## src/rtl/lcd_spi_streamer.sv

```systemverilog
// lcd_spi_streamer: valid/ready byte stream to MSB-first SPI mode 0 with CS-framed fixed-length bursts.
// Define LCD_SPI_STREAM_FLOWCTRL_EN to gate o_ready with the downstream FIFO almost-full flag.
module lcd_spi_streamer #(
    parameter int CLK_DIV         = 4,
    parameter int BYTES_PER_BURST = 120,
    parameter int CS_SETUP        = 2,
    parameter int CS_GAP          = 8
) (
    input  logic       i_clk,
    input  logic       i_reset,
    input  logic [7:0] i_data,
    input  logic       i_valid,
    output logic       o_ready,
    input  logic       i_wfull_almost,
    output logic       o_spi_mosi,
    output logic       o_spi_clk,
    output logic       o_spi_cs_n,
    output logic       o_busy,
    output logic       o_burst_done
);
    typedef enum logic [2:0] {IDLE, SETUP, SHIFT, NEXT, TEARDOWN, GAP} state_t;
    localparam logic [15:0] DIV_END   = 16'(CLK_DIV - 1);
    localparam logic [15:0] SETUP_END = 16'(CS_SETUP - 1);
    localparam logic [15:0] GAP_END   = 16'(CS_GAP - 1);
    localparam logic [15:0] BURST_LEN = 16'(BYTES_PER_BURST);
    state_t      state;
    logic [15:0] cnt;
    logic [15:0] byte_cnt;
    logic [2:0]  bit_cnt;
    logic [6:0]  sr;
    logic        flow_ok;
    logic        accept;
`ifdef LCD_SPI_STREAM_FLOWCTRL_EN
    assign flow_ok = !i_wfull_almost;
`else
    logic unused_wfull;
    assign unused_wfull = i_wfull_almost;
    assign flow_ok = 1'b1;
`endif
    assign o_ready = !i_reset && flow_ok && (state == IDLE || state == NEXT);
    assign accept  = i_valid && o_ready;
    assign o_busy  = state != IDLE;
    always_ff @(posedge i_clk or posedge i_reset) begin
        if (i_reset) begin
            state        <= IDLE;
            cnt          <= '0;
            byte_cnt     <= '0;
            bit_cnt      <= '0;
            sr           <= '0;
            o_spi_mosi   <= 1'b0;
            o_spi_clk    <= 1'b0;
            o_spi_cs_n   <= 1'b1;
            o_burst_done <= 1'b0;
        end else begin
            o_burst_done <= 1'b0;
            case (state)
                IDLE: if (accept) begin
                    sr         <= i_data[6:0];
                    o_spi_mosi <= i_data[7];
                    o_spi_cs_n <= 1'b0;
                    cnt        <= '0;
                    state      <= SETUP;
                end
                SETUP: begin
                    cnt     <= (cnt == SETUP_END) ? '0 : cnt + 16'd1;
                    bit_cnt <= '0;
                    state   <= (cnt == SETUP_END) ? SHIFT : SETUP;
                end
                SHIFT: begin
                    cnt <= (cnt == DIV_END) ? '0 : cnt + 16'd1;
                    if (cnt == DIV_END) begin
                        o_spi_clk <= !o_spi_clk;
                        // end of a high half: falling edge, so present the next bit
                        if (o_spi_clk) begin
                            o_spi_mosi <= sr[6];
                            sr         <= {sr[5:0], 1'b0};
                            bit_cnt    <= bit_cnt + 3'd1;
                            if (bit_cnt == 3'd7) begin
                                byte_cnt <= byte_cnt + 16'd1;
                                state    <= (byte_cnt + 16'd1 == BURST_LEN) ? TEARDOWN : NEXT;
                            end
                        end
                    end
                end
                NEXT: if (accept) begin
                    sr         <= i_data[6:0];
                    o_spi_mosi <= i_data[7];
                    bit_cnt    <= '0;
                    cnt        <= '0;
                    state      <= SHIFT;
                end
                TEARDOWN: begin
                    cnt <= (cnt == DIV_END) ? '0 : cnt + 16'd1;
                    if (cnt == DIV_END) begin
                        o_spi_cs_n   <= 1'b1;
                        o_burst_done <= 1'b1;
                        byte_cnt     <= '0;
                        state        <= GAP;
                    end
                end
                GAP: begin
                    cnt   <= (cnt == GAP_END) ? '0 : cnt + 16'd1;
                    state <= (cnt == GAP_END) ? IDLE : GAP;
                end
                default: state <= IDLE;
            endcase
        end
    end
endmodule

```

## config.mk

```make
export PLATFORM = sky130hd
export DESIGN_NAME = lcd_spi_streamer
export DESIGN_NICKNAME = d
export VERILOG_FILES = /design/src/rtl/lcd_spi_streamer.sv
export SDC_FILE = /design/constraint.sdc
export NUM_CORES = 1
export LEC_CHECK = 0
export CAP_MARGIN = 0
export CELL_PAD_IN_SITES_DETAIL_PLACEMENT = 1
export CELL_PAD_IN_SITES_GLOBAL_PLACEMENT = 1
export CORE_MARGIN = 2
export CORE_UTILIZATION = 45
export DETAILED_ROUTE_END_ITERATION = 10
export GPL_ROUTABILITY_DRIVEN = 0
export PLACE_DENSITY = 0.81
export SLEW_MARGIN = 20
export SYNTH_ARGS = -nofsm -noshare
export SYNTH_HDL_FRONTEND = slang
export SYNTH_SLANG_ARGS = --single-unit
```

## constraint.sdc

```tcl
create_clock -name i_clk -period 4.7 [get_ports i_clk]
set_input_delay 0.94 -clock i_clk [delete_from_list [all_inputs] [get_ports i_clk]]
set_output_delay 0.94 -clock i_clk [all_outputs]
set_load 0.005 [all_outputs]
```

==> flow_summary.json <==
{
  "vias_per_cell": 5.80,
  "finalSetupViolations": 0,
  "n_antenna_cell": 0,
  "syn-num-nets": 351,
  "slew_violations": 0,
  "synth_edf_count": 0,
  "worst_setup_path_end_kind": "primary output",
  "drtIter0Drc": 206,
  "cp-start-kind": "flop",
  "async_flop_share": 1.00,
  "final_core_util": 0.510,
  "post_cts_buffers": 0,
  "cts.sinks": 49,
  "first_pass_iters": 4,
  "timing.critical_path.required_ns": 3.76,
  "cp.arrival_ns": 2.15,
  "areaGrowthSynthToFinish_pct": 11.5,
  "yosysMostFrequentCell": "dfrtp_1",
  "insertion_delay_ns": 0.31,
  "dp.final_hpwl_mm": 4.97,
  "ys.warnings.count": 0,
  "syn_area_per_cell_um2": 8.62,
  "relSlewSlack": 0.382,
  "power_mw": 1.28,
  "synth_cells": 333,
  "synthFlopType": "dfrtp_1",
  "seq_area_frac_synth": 0.427,
  "h-tree-depth": 2,
  "grt_pass1_wl_mm": 12.8,
  "period_share": 0.657,
  "maxCapViolCount": 0,
  "synth_common_cells": "dfrtp_1 (48), nand2_1 (46), o21ai_0 (43)",
  "clk_pin_slew_ns": 0.10,
  "p_leak_nw": 1.33,
  "place_inst": 412,
  "wirelength_mm": 7.12,
  "gr-total-overflow": 0,
  "cts_made_buffers": 5,
  "grt_use_met2": 0.365,
  "core-area_um2": 6280,
  "status": "finished clean",
  "wire_per_inst_um": 16.9,
  "synth_area_leaders": "dfrtp_1 (42%), o21ai_0 (7.5%), nand2_1 (6.0%), nor2_1 (4.6%), xnor2_1 (3.7%)",
  "grt_pass1_vias": 2617,
  "io_pins": 18,
  "power_density_nw_per_um2": 399,
  "tightest_slew_ns": 0.924,
  "die_w_um": 83.9,
  "antenna_found_initial": 0,
  "io_buffer_count": 16,
  "vias": 2442,
  "grtUsageTotal": 0.220,
  "root_buffer": "clkbuf_8",
  "cts_tree": "built",
  "grt_max_degree": 50,
  "yosysTopAreaCell": "dfrtp_1",
  "die_area_um2": 7040,
  "ys_types": 46,
  "criticalPathCategory": "flop to primary output",
  "drtAntennaViolNets": 0,
  "hp-class": "flop to flop",
  "rsz0062_at_grt": "no",
  "clockBufferDepth": 2,
  "min_period_ns": 3.09,
  "syn-cell-area_um2": 2870,
  "path_max_fanout": 19,
  "nets": 361,
  "gr-usage-met3": 0.0356,
  "ir_drop_mv": 0.180,
  "num_rows": 29,
  "initial_core_util": 0.457,
  "cts_resized": 0,
  "drive_gt1_frac": 0.0640,
  "drc": 0,
  "synth-seq-cells": 49,
  "fin_skew_ns": 0.00775,
  "synth_top_area_frac": 0.418,
  "final_hold_viol_count": 0,
  "die-height_um": 83.9,
  "busiest_layer": "met2",
  "cts_hold_buf": 0,
  "max_freq_mhz": 324,
  "layout.cells.non_filler": 421,
  "grt_util_met1": 0.298,
  "tns_ns": 0
}
==> state kept, by name, summed over array words and instances (netlist names) <==
register / flops
byte_cnt: 16
cnt: 16
bit_cnt: 3
o_spi_cs_n: 1
o_spi_mosi: 1
o_burst_done: 1
o_spi_clk: 1
sr: 7
state: 3
==> through the flow <==
step / hold slack (ns) / setup slack (ns) / cell area [um2]
5_1_grt: 0.520 / 1.48 / 3200
2_1_floorplan: 0.449 / 1.52 / 2870
3_5_place_dp: 0.471 / 1.31 / 3080
3_3_place_gp: 0.463 / 1.41 / 3080
4_1_cts: 0.493 / 1.62 / 3200
6_report: 0.486 / 1.61 / 3200
==> metal layers <==
| layer | wire, um | vias up |
|---|---|---|
| met5 | 0 | - |
| met3 | 161 | 8 |
| met4 | 88 | 0 |
| met2 | 3340 | 27 |
| li1 | - | 1193 |
| met1 | 3530 | 1214 |
==> final timing paths <==
| kind | end | slack (ns) | cells past startpoint | from |
|---|---|---|---|---|
| worst min-delay path | sr[2] | 0.49 | 2 | sr[2] |
| min in group asynchronous | o_spi_clk | 1.19 | 3 | i_reset |
| worst max register to register | cnt[10] | 1.94 | 6 | cnt[13] |
| worst max-delay path | o_ready | 1.61 | 4 | state[1] |
| max in group asynchronous | byte_cnt[6] | 3.06 | 3 | i_reset |
| worst min register to register | sr[2] | 0.49 | 2 | sr[2] |
==> power by group <==
part | leakage, nW | internal, mW | switching (mW)
clock network | 0.0574 | 0.173 | 0.154
registers | 0.658 | 0.496 | 0.0732
logic | 0.620 | 0.162 | 0.218
==> worst max-delay path, cell delays in order, from the launching register on <==
cell and delay [ns]:
dfrtp_1 0.57, or2_2 0.42, a21oi_1 0.19, and2_1 0.14, clkdlybuf4s50_1 0.51
==> cell families after synthesis <==
group / share of synthesized area
AOI/OAI and AO/OA: 0.150
xor gates and xnor gates: 0.0671
adders and majority gates: 0.0261
buffers and inverters: 0.0344
DFF: 0.427
muxes: 0.0353
and+or+nand+nor: 0.259
==> layout by cell type, fill, tap and decap left out, types with 8 or more instances in the layout <==
cell / instances
nand3_1: 11
o21ai_0: 43
nand2_1: 46
nand4_1: 10
nor3_1: 8
nor2_1: 35
inv_1: 8
xor2_1: 10
xnor2_1: 12
dfrtp_1: 48
mux2i_1: 9
clkdlybuf4s50_1: 16
==> area by class of cell <==
| type | instances | area [um2] |
|---|---|---|
| multi-input cells | 259 | 1550 |
| clock buffers | 6 | 82.6 |
| clock inverters | 2 | 37.5 |
| flip-flops and latches | 49 | 1230 |
| fillers | 748 | 3070 |
| inverters | 9 | 33.8 |
| repair buffers | 19 | 180 |
| well taps | 77 | 96.3 |
No activity file was read; power rests on OpenSTA's default activity.
